## config.mk

```make
export PLATFORM = sky130hd
export DESIGN_NAME = fetch_unit
export DESIGN_NICKNAME = d
export VERILOG_FILES = /design/src/rtl/fetch_unit.sv
export SDC_FILE = /design/constraint.sdc
export NUM_CORES = 1
export LEC_CHECK = 0
export BUFFER_PORTS_ARGS = -buffer_cell sky130_fd_sc_hd__buf_4
export CORE_MARGIN = 1
export CORE_UTILIZATION = 44
export CTS_BUF_LIST = sky130_fd_sc_hd__clkbuf_8 sky130_fd_sc_hd__clkbuf_16
export DETAILED_ROUTE_END_ITERATION = 7
export PLACE_DENSITY = 0.61
export RECOVER_POWER = 100
export SLEW_MARGIN = 15
export SYNTH_ARGS = -nofsm -noshare
export SYNTH_HDL_FRONTEND = slang
export SYNTH_SLANG_ARGS = --single-unit
```

## constraint.sdc

```tcl
create_clock -name clk -period 5.63 [get_ports clk]
set_clock_uncertainty 0.15 [all_clocks]
set_input_delay 0.2815 -clock clk [delete_from_list [all_inputs] [get_ports clk]]
set_output_delay 0.2815 -clock clk [all_outputs]
set_load 0.01 [all_outputs]
```

## src/rtl/fetch_unit.sv

```systemverilog
// fetch_unit: PC owner, imem req/gnt/rvalid fetcher, instruction FIFO to decode, redirect flush.
// Define FETCH_STATS_EN to add saturating stat_fetched/stat_flushed counters.
module fetch_unit #(
  parameter int ADDRESS_WIDTH = 32,
  parameter int DATA_WIDTH = 32,
  parameter logic [ADDRESS_WIDTH-1:0] RESET_PC = '0,
  parameter int FIFO_DEPTH = 2
) (
  input  logic clk,
  input  logic rst,
  input  logic redirect,
  input  logic [ADDRESS_WIDTH-1:0] redirect_PC,
  output logic imem_req,
  output logic [ADDRESS_WIDTH-1:0] imem_addr,
  input  logic imem_gnt,
  input  logic imem_rvalid,
  input  logic [DATA_WIDTH-1:0] imem_rdata,
  output logic instr_valid,
  input  logic instr_ready,
  output logic [DATA_WIDTH-1:0] instr,
  output logic [ADDRESS_WIDTH-1:0] instr_PC
`ifdef FETCH_STATS_EN
  , output logic [31:0] stat_fetched,
  output logic [31:0] stat_flushed
`endif
);
  localparam int PW = $clog2(FIFO_DEPTH);
  localparam int CW = PW + 1;
  logic [ADDRESS_WIDTH-1:0] fetch_pc_q;
  logic [DATA_WIDTH-1:0] fifo_data_q [FIFO_DEPTH];
  logic [ADDRESS_WIDTH-1:0] fifo_pc_q [FIFO_DEPTH];
  logic [ADDRESS_WIDTH-1:0] tag_q [FIFO_DEPTH];
  logic [PW-1:0] wr_q, rd_q, tag_wr_q, tag_rd_q;
  logic [CW-1:0] count_q, out_q, disc_q;
  logic grant, drop, push, pop;
  // Credit counts buffered words plus every in-flight response, stale ones included.
  assign imem_req = rst && !redirect && ({1'b0, count_q} + {1'b0, out_q} < (CW+1)'(FIFO_DEPTH));
  assign imem_addr = fetch_pc_q;
  assign instr_valid = rst && count_q != '0;
  assign instr = fifo_data_q[rd_q];
  assign instr_PC = fifo_pc_q[rd_q];
  assign grant = imem_req && imem_gnt;
  assign drop = imem_rvalid && (redirect || disc_q != '0);
  assign push = imem_rvalid && !drop;
  assign pop = instr_valid && instr_ready;
  always_ff @(posedge clk) begin
    if (!rst) begin
      fetch_pc_q <= RESET_PC;
      count_q <= '0;
      out_q <= '0;
      disc_q <= '0;
      wr_q <= '0;
      rd_q <= '0;
      tag_wr_q <= '0;
      tag_rd_q <= '0;
    end else begin
      out_q <= out_q + CW'(grant) - CW'(imem_rvalid);
      if (redirect) begin
        fetch_pc_q <= redirect_PC & ~ADDRESS_WIDTH'(3);
        disc_q <= out_q - CW'(imem_rvalid);
        count_q <= '0;
        rd_q <= wr_q;
        tag_rd_q <= tag_wr_q;
      end else begin
        if (grant) fetch_pc_q <= fetch_pc_q + ADDRESS_WIDTH'(4);
        if (grant) tag_wr_q <= tag_wr_q + PW'(1);
        if (drop) disc_q <= disc_q - CW'(1);
        if (push) wr_q <= wr_q + PW'(1);
        if (push) tag_rd_q <= tag_rd_q + PW'(1);
        if (pop) rd_q <= rd_q + PW'(1);
        count_q <= count_q + CW'(push) - CW'(pop);
      end
    end
  end
  // Tags only track live requests; dropped responses never consume one.
  always_ff @(posedge clk) begin
    if (push) fifo_data_q[wr_q] <= imem_rdata;
    if (push) fifo_pc_q[wr_q] <= tag_q[tag_rd_q];
    if (grant) tag_q[tag_wr_q] <= fetch_pc_q;
  end
  always_ff @(posedge clk) begin
    if (rst) begin
      assert (!(push && !pop && count_q == CW'(FIFO_DEPTH)));
      assert (!(imem_rvalid && out_q == '0));
    end
  end
`ifdef FETCH_STATS_EN
  logic [31:0] fl_inc;
  logic [32:0] fetched_sum, flushed_sum;
  assign fl_inc = (redirect ? 32'(count_q - CW'(pop)) : 32'd0) + 32'(drop);
  assign fetched_sum = {1'b0, stat_fetched} + 33'(pop);
  assign flushed_sum = {1'b0, stat_flushed} + {1'b0, fl_inc};
  always_ff @(posedge clk) begin
    if (!rst) begin
      stat_fetched <= '0;
      stat_flushed <= '0;
    end else begin
      stat_fetched <= fetched_sum[32] ? '1 : fetched_sum[31:0];
      stat_flushed <= flushed_sum[32] ? '1 : flushed_sum[31:0];
    end
  end
`endif
endmodule

```

* Word-level counts from Yosys, hierarchy flattened
Memory sizes are Yosys's and may differ from the RTL's. A register that Yosys moved wholly into a read port is not among the register bits.
Cells that the tools add are included.
** Word-level totals
- Register bits after elaboration :: 42
- Bits in latches :: 0
- Bits in writable memories :: 192
- Memory bits (read-only) :: 0
- Memories :: 3
** Memories
- fifo_data_q :: depth 2, bits a word 32, rd ports 1, clocked after Yosys merged registers in 1, wr ports 1, RTL line 30 : logic [DATA_WIDTH-1:0] fifo_data_q [FIFO_DEPTH];
- fifo_pc_q :: depth 2, bits a word 32, rd ports 1, clocked after Yosys merged registers in 1, wr ports 1, RTL line 31 : logic [ADDRESS_WIDTH-1:0] fifo_pc_q [FIFO_DEPTH];
- tag_q :: depth 2, bits a word 32, rd ports 1, clocked after Yosys merged registers in 1, wr ports 1, RTL line 32 : logic [ADDRESS_WIDTH-1:0] tag_q [FIFO_DEPTH];
** Cells by class
- Add/sub/neg operators :: 12
- $mul :: 0
- Div/mod/pow operators :: 0
- $lt $le $gt $ge :: 1
- Equality and inequality tests :: 0
- Shift operators :: 0
- Mux-type cells :: 18
- Bitwise logic cells :: 2
- Reductions and logical operators :: 19
** Operators with widths (count)
- $mux 32 :: 2
- $add 32x3->32 const B :: 1
- $mux 1 :: 14
- $reduce_bool 2->1 :: 6
- $logic_and 1x1->1 :: 7
- $sub 2x1->2 :: 3
- $add 1x1->1 const B :: 4
- $add 2x1->2 :: 2
- $mux 2 :: 2
- $reduce_and 2->1 :: 2
- $add 2x2->3 :: 1
- $lt 3x2->1 const B :: 1
- $logic_not 1->1 :: 2
- $not 1->1 :: 2
- $reduce_or 2->1 :: 1
- $sub 2x1->2 const B :: 1
- $logic_or 1x1->1 :: 1

* Depth between registers and ports, before layout
Gate-level depths: netlist of run 1.
- Depth in word-level cells :: 9
- Mapped depth :: 11
- Gate-level depth less buffers :: 10

* Least setup slack after synthesis of run 1
No wires, ideal clock.
- Path kind :: in2reg
- From :: input port redirect
- To :: memory fifo_data_q[0][0], enable pin
- Setup time :: 482 ps
- Arrival time :: 3329 ps
- Path slack :: 1669 ps
- Stages :: 4
- Cell sequence :: clkbuf_1 -> inv_1 -> nand3_1 -> nor2_1
** Between the ends
- Longest elaborated chain between the ends :: 6
** RTL lines
- start, declared :: RTL line 11 : input logic redirect,
- $logic_or 1x1->1 :: RTL line 43 : assign drop = imem_rvalid && (redirect || disc_q != '0);
- $logic_and 1x1->1 :: RTL line 43
- $logic_not 1->1 :: RTL line 44 : assign push = imem_rvalid && !drop;
- $logic_and 1x1->1 :: RTL line 44
- $mux 1 :: RTL line 77 : if (push) fifo_data_q[wr_q] <= imem_rdata;
- $mux 1 (implied by the code) :: RTL line 77
- end, declared :: RTL line 30
No other way between the ends.

==> results of run 1 <==
-- cell usage after synthesis, types with 5 or more instances --
| library cell | count | share of area |
|---|---|---|
| ha_1 | 7 | 0.0095 |
| a32oi_1 | 5 | 0.0048 |
| a211oi_1 | 10 | 0.0081 |
| nor2_1 | 24 | 0.0098 |
| inv_1 | 14 | 0.0057 |
| nand2_1 | 20 | 0.0081 |
| xor2_1 | 7 | 0.0067 |
| o21ai_0 | 17 | 0.0092 |
| xnor2_1 | 10 | 0.0095 |
| a31oi_1 | 9 | 0.0061 |
| or4_1 | 5 | 0.0041 |
| edfxtp_1 | 184 | 0.60 |
| o31ai_1 | 5 | 0.0041 |
| dfxtp_1 | 42 | 0.091 |
| and3_1 | 8 | 0.0054 |
| nand4_1 | 7 | 0.0048 |
| and2_1 | 8 | 0.0054 |
| nor3_1 | 8 | 0.0043 |
| or3_1 | 5 | 0.0034 |
| buf_2 | 5 | 0.0027 |
| mux2_2 | 92 | 0.11 |
| nand3_1 | 23 | 0.012 |
| clkbuf_1 | 23 | 0.0094 |
| nor4_1 | 7 | 0.0048 |
-- worst reg2reg max path, delay by kind of cell, from the launching register on --
| kind | cells | cell delay (ns) |
|---|---|---|
| AND/OR/NAND/NOR | 4 | 1.93 |
| buffers and inverters | 3 | 1.18 |
| adder cells (fa/ha/maj) | 1 | 0.48 |
| flip-flops | 1 | 0.38 |
-- final cells by class --
cell class / count / share of cell area
sequential: 226 / 0.5425
multi-input combinational: 335 / 0.2261
timing repair buffer: 229 / 0.1357
clock buffer: 26 / 0.05448
tap: 270 / 0.02878
clock inverter: 16 / 0.007569
inverter: 15 / 0.004797
-- metal layers --
layer,wire [um],vias to the layer above,share of wire,global-route usage
met5,0,-,0,0
met4,293,0,0.015,0.05469
met3,1259,30,0.064,0.02950
met2,9772,215,0.50,0.3211
met1,8315,2866,0.42,0.2347
li1,-,2805,-,-
-- cells in the final DEF, fill, tap and decap left out, types with 5 or more instances in the layout --
cell	count
dlygate4sd3_1	59
nand3_1	23
clkbuf_16	25
a211oi_1	10
or4_1	5
clkbuf_1	73
and3_1	8
ha_1	7
nor2_1	22
and2_1	7
nor3_1	8
xnor2_1	10
mux2_1	23
mux2_2	69
dfxtp_1	41
nor4_1	8
nand2_1	20
xor2_1	7
o21ai_0	17
inv_1	24
or3_1	5
nand4_1	7
clkbuf_4	28
a32oi_1	5
o31ai_1	5
edfxtp_1	184
buf_4	69
a31oi_1	9
-- final timing paths --
check | start | endpoint | slack [ns] | depth (start not counted)
worst min-delay path | redirect_PC[27] | imem_addr[27] | 0.03 | 4
worst min register to register | tag_q[0][13] | fifo_pc_q[1][13] | 0.40 | 1
worst max-delay path | flop | instr[19] | 1.13 | 3
worst max register to register | count_q[0] | tag_q[0][20] | 1.19 | 8
-- flip-flops by register name (all words and copies together), names as in the netlist, named ones only --
register	flops
tag_rd_q	1
fifo_pc_q	60
fifo_data_q	64
wr_q	1
disc_q	2
rd_q	1
tag_wr_q	1
imem_addr	30
tag_q	60
count_q	2
out_q	2
-- cell families (layout without fill, tap and decap cells) --
| logic type | Yosys count | in the layout | synth area share |
|---|---|---|---|
| other cells | 1 | 4 | 0.0004071 |
| xor+xnor | 17 | 17 | 0.01616 |
| buf+inv | 51 | 286 | 0.02309 |
| simple gates | 137 | 137 | 0.08312 |
| fa+ha+maj | 8 | 8 | 0.01168 |
| flops | 226 | 226 | 0.6910 |
| mux | 96 | 96 | 0.1168 |
| compound gates | 73 | 73 | 0.05772 |
-- what timing repair did --
action	in CTS	in global routing
hold endpoints to repair	91	0
setup endpoints to repair	0	0
hold buffers	59	0
-- per-stage QoR --
stage / setup WS (ns) / hold WS (ns) / power, W
after floorplan: 1.669 / 0.2304 / 0.002185
after detailed placement: 1.878 / 0.3196 / 0.002373
after global routing: 0.8424 / 0.03588 / 0.003920
after CTS: 1.866 / 0.001021 / 0.003846
after global placement: 2.023 / 0.3174 / 0.002360
final: 1.131 / 0.03328 / 0.003771
-- where the power goes --
| part | switching, W | total (W) | internal, W | leakage (nW) |
|---|---|---|---|---|
| clock | 0.000582 | 0.00143 | 0.000852 | 0.395 |
| sequential | 0.0000541 | 0.00195 | 0.00189 | 2.03 |
| combinational | 0.000202 | 0.000390 | 0.000188 | 1.72 |
| total | 0.000838 | 0.00377 | 0.00293 | 4.15 |
==> impl_metrics.json, run 1 <==
{
  "grt_antenna_before_repair": 0,
  "place_congestion": 0.8506,
  "syn_inst": 609,
  "async_reset_ff_frac": 0,
  "required_ns": 5.20,
  "grt.total_usage": 0.1837,
  "critPathKind": "reg2out",
  "num_io_pins": 168,
  "n_fill_cell": 1653,
  "max_stage_delay_ns": 2.53,
  "antenna_cells": 0,
  "start_util": 0.4524,
  "vias": 5916,
  "port_buffers": 161,
  "period_minus_slack_ns": 4.499,
  "die_area_um2": 21520,
  "path_common_cell": "clkbuf_1",
  "clk_pin_slew_ns": 0.06,
  "setup_tns_ns": 0,
  "layout-drive-gt1-share": 0.2385,
  "grt_setup_unrepaired": "false",
  "worstMarginPinSlew_ns": 3.605,
  "avgSynthCellArea_um2": 15.13,
  "regArea_um2": 6367,
  "layout.cells.non_filler": 1117,
  "synth_edf_count": 184,
  "cts_buffers": 24,
  "syn_to_final_growth_pct": 27.39,
  "period_share": 0.7991,
  "cp_num_buf_inv": 2,
  "max_slew_margin": -1.403,
  "place_area_um2": 10700,
  "synth_warnings": 0,
  "htree_levels": 1,
  "fin_nets": 909,
  "final_core_util": 0.5763,
  "drt_drc_violations_left": 0,
  "start_kind": "flop",
  "critPathArrivalTime_ns": 4.07,
  "grt-ovfl-total": 0,
  "cts_root_buf": "clkbuf_16",
  "ir_drop_uv": 181.9,
  "post_cts_resized": 0,
  "die_w_um": 146.7,
  "crit_path_end_kind": "primary output",
  "firstDrtPassIters": 5,
  "drt-initial-drc-count": 409,
  "finalMaxSlewViolations": 140,
  "violations": "capacitance limit, slew limit",
  "rows": 52,
  "power.leakage_nw": 4.146,
  "critPathMaxFanout": 62,
  "cts_sinks": 226,
  "fp.dieH_um": 146.7,
  "grt_max_degree": 63,
  "cts_tree": "done",
  "viasPerCell": 5.296,
  "multi_input_area_um2": 2654,
  "cp_slowest_cell": "clkbuf_1",
  "cts_setup_buffers": 0,
  "dpl.hpwl_mm": 12.41,
  "synth_area_um2": 9213,
  "synth_cell_types": 57,
  "outcome": "complete, but fails checks",
  "wirelength_mm": 19.64,
  "dp.cells": 1016,
  "clock_latency_ns": 0.50,
  "wl_per_cell_um": 17.58,
  "cap_violations": 3,
  "critPathTopFamily": "buffers and inverters",
  "final-setup-viol-count": 0,
  "power-per-cell-area_nw_per_um2": 321.3,
  "fin_area_um2": 11740,
  "timing.fmax_mhz": 222.3,
  "seq_area_frac_synth": 0.6910,
  "core-area_um2": 20360,
  "first_global_vias": 6059,
  "ys_ff_latch": 226,
  "ys.flop_type": "edfxtp_1",
  "hold_viol": 0,
  "hold_class": "in2reg",
  "clk_path_buf_depth": 3,
  "grt_pass1_wl_mm": 31.30,
  "ant_nets": 0,
  "crit_chain": "clkbuf_1 -> mux2_2 -> clkbuf_1"
}
Power figures use the tool's default switching activity.
==> run 2, diff against run 1 <==
Settings changed: ABC_AREA set to 1, PLACE_DENSITY 0.61 to 0.64.
Clock period 5.63 ns to 4.1 ns, I/O delays scaled along.
==> run 2 against run 1 <==
  * The flow still finishes with violations (capacitance limit, slew limit)
  * Sequential power grew 36%
  * Largest cell class unchanged
  * Critical path type is now reg2reg
  * Register-to-register slack lost 0.26 ns
  * Area after synthesis grew 3.0%
  * Highest routed layer unchanged
  * Via count grew 4.9%
  * Synthesized cell count grew 25%
  * Largest power group unchanged
==> impl_metrics.json, run 2 <==
{
  "outcome": "complete, but fails checks",
  "violations": "capacitance limit, slew limit",
  "async_reset_ff_frac": 0,
  "final-setup-viol-count": 0,
  "hold-path-endpoint": "imem_addr[4]",
  "yosysTopAreaCell": "edfxtp_1",
  "ant_nets": 0,
  "dp.cells": 1178,
  "ir_drop_uv": 277.6,
  "cts_hold_buf": 68,
  "rr_startpoint": "out_q[0]",
  "clk_path_buf_depth": 3,
  "cts_setup_buffers": 0,
  "largest_reg_flops": 64,
  "finalMaxSlewViolations": 45,
  "period_share": 0.7736,
  "core-area_um2": 21090,
  "critPathMaxFanout": 23,
  "grt_antenna_before_repair": 0,
  "final_core_util": 0.5732,
  "start_util": 0.4501,
  "ys_top_cells_by_area": "edfxtp_1 58%, mux2_2 11%, dfxtp_1 8.9%, nand2_1 6.4%, inv_1 2.6%",
  "r2r-end": "tag_q[1][27]",
  "reg_top3": "fifo_data_q x64, fifo_pc_q x60, tag_q x60",
  "ys_ff_latch": 226,
  "post_cts_resized": 0,
  "clk_pin_slew_ns": 0.06,
  "vias": 6208,
  "hold_viol": 0,
  "cts_tree": "done",
  "synth_edf_count": 184,
  "crit_chain": "nand2_1 -> inv_1 -> fa_1 -> nor2_1 -> nand4_1 -> nor2_2 -> buf_4",
  "wl_per_cell_um": 15.81,
  "layout-drive-gt1-share": 0.1882,
  "cts_root_buf": "clkbuf_16",
  "syn_inst": 760,
  "regMostFlops": "fifo_data_q",
  "worstRegToRegCells": 7,
  "ys_top_cells_by_count": "184 x edfxtp_1, 163 x nand2_1, 92 x mux2_2",
  "cap_violations": 2,
  "place_congestion": 0.8364,
  "viasPerCell": 4.812,
  "fin_area_um2": 12090,
  "dpl.hpwl_mm": 13.01,
  "hp-start": "redirect",
  "critPathKind": "reg2reg",
  "place_area_um2": 11000,
  "regToRegSetupSlack_ns": 0.93,
  "n_fill_cell": 1804,
  "cts_sinks": 226,
  "grt-ovfl-total": 0,
  "crit_path_end_kind": "flop",
  "die_area_um2": 22160,
  "grt_max_degree": 56,
  "layout_common_cells": "184 x edfxtp_1, 163 x nand2_1, 94 x clkbuf_1",
  "worstMarginPinSlew_ns": 1.593,
  "wirelength_mm": 20.40,
  "num_io_pins": 168,
  "drt_drc_violations_left": 0,
  "period_minus_slack_ns": 3.172,
  "yosys.area.top_type_share": 0.5821,
  "critPathArrivalTime_ns": 3.19,
  "avgSynthCellArea_um2": 12.49,
  "power.leakage_nw": 4.438,
  "synth_warnings": 0,
  "synth_area_um2": 9492,
  "fin_nets": 1075,
  "timing.fmax_mhz": 315.3,
  "power-per-cell-area_nw_per_um2": 436.6,
  "cts_buffers": 24,
  "max_slew_margin": -0.06570,
  "synth_cell_types": 36,
  "required_ns": 4.12,
  "hold_class": "in2reg",
  "fp.dieH_um": 148.9,
  "cp_slowest_cell": "nor2_2",
  "first_global_vias": 6024,
  "htree_levels": 1,
  "grt_pass1_wl_mm": 31.22,
  "ys.flop_type": "edfxtp_1",
  "antenna_cells": 0,
  "drt-initial-drc-count": 333,
  "seq_area_frac_synth": 0.6707,
  "clock_latency_ns": 0.51,
  "final_common_cell": "edfxtp_1",
  "grt_setup_unrepaired": "false",
  "rows": 53,
  "post-synth-top-count-cell": "edfxtp_1",
  "max_stage_delay_ns": 0.64,
  "whs_path_depth": 3,
  "syn_to_final_growth_pct": 27.34,
  "die_w_um": 148.9,
  "layout.cells.non_filler": 1290,
  "setup_tns_ns": 0,
  "start_kind": "flop",
  "firstDrtPassIters": 4,
  "grt.total_usage": 0.1821,
  "port_buffers": 161
}
## run 2: cell families after synthesis
kind of cell               after synthesis  synth area share
other                                    1         0.0003951
xor gates and xnor gates                11           0.01015
buffers and inverters                   96           0.04548
DFF                                    226            0.6707
and+or+nand+nor                        257            0.1142
AOI/OAI and AO/OA                       69           0.03862
adders and majority gates                8           0.01134
muxes                                   92            0.1091
## run 2: how the worst max path moves through the flow
stage,from,end,cells past startpoint
2_1_floorplan,disc_q[0],fifo_data_q[1][0],6
3_5_place_dp,out_q[0],tag_q[1][29],7
5_1_grt,out_q[0],tag_q[1][13],7
6_report,out_q[0],tag_q[1][27],7
3_3_place_gp,count_q[0],tag_q[1][25],7
4_1_cts,out_q[0],tag_q[1][25],7
## run 2: final cells by class
cell class                 count  area, um2  area share
sequential                   226       6366      0.5267
multi-input combinational    441       2690      0.2226
timing repair buffer         236       1627      0.1346
clock buffer                  26      639.4     0.05290
tap                          275      344.1     0.02847
inverter                      68      260.3     0.02153
clock inverter                18      160.2     0.01325
## run 2: per-stage QoR
stage / setup WS [ns] / total power (W) / hold slack [ns]
final: 0.9281 / 0.005277 / 0.02561
after detailed placement: 1.287 / 0.003186 / 0.2426
after CTS: 1.282 / 0.005396 / 0.01085
after global routing: 0.6423 / 0.005474 / 0.06079
after global placement: 1.327 / 0.003176 / 0.2397
after floorplan: 0.07189 / 0.002952 / 0.1539
## run 2: power breakdown
group | internal, W | total, W | switching (W)
Combinational | 0.000222 | 0.000474 | 0.000252
Clock | 0.00131 | 0.00215 | 0.000848
Sequential | 0.00258 | 0.00265 | 0.0000660
## run 2: per-layer routing
metal,vias up,part of all wire,global-route usage
met3,24,0.065,0.03119
met5,-,0,0
li1,3101,-,-
met1,2886,0.43,0.2387
met4,0,0.019,0.05000
met2,197,0.48,0.3114
## run 2: critical path: cells and delay by family (launching register included)
kind / cells / cell delay, ns
DFF: 1 / 0.36
and+or+nand+nor: 4 / 1.39
buffers and inverters: 2 / 0.47
adders and majority gates: 1 / 0.43
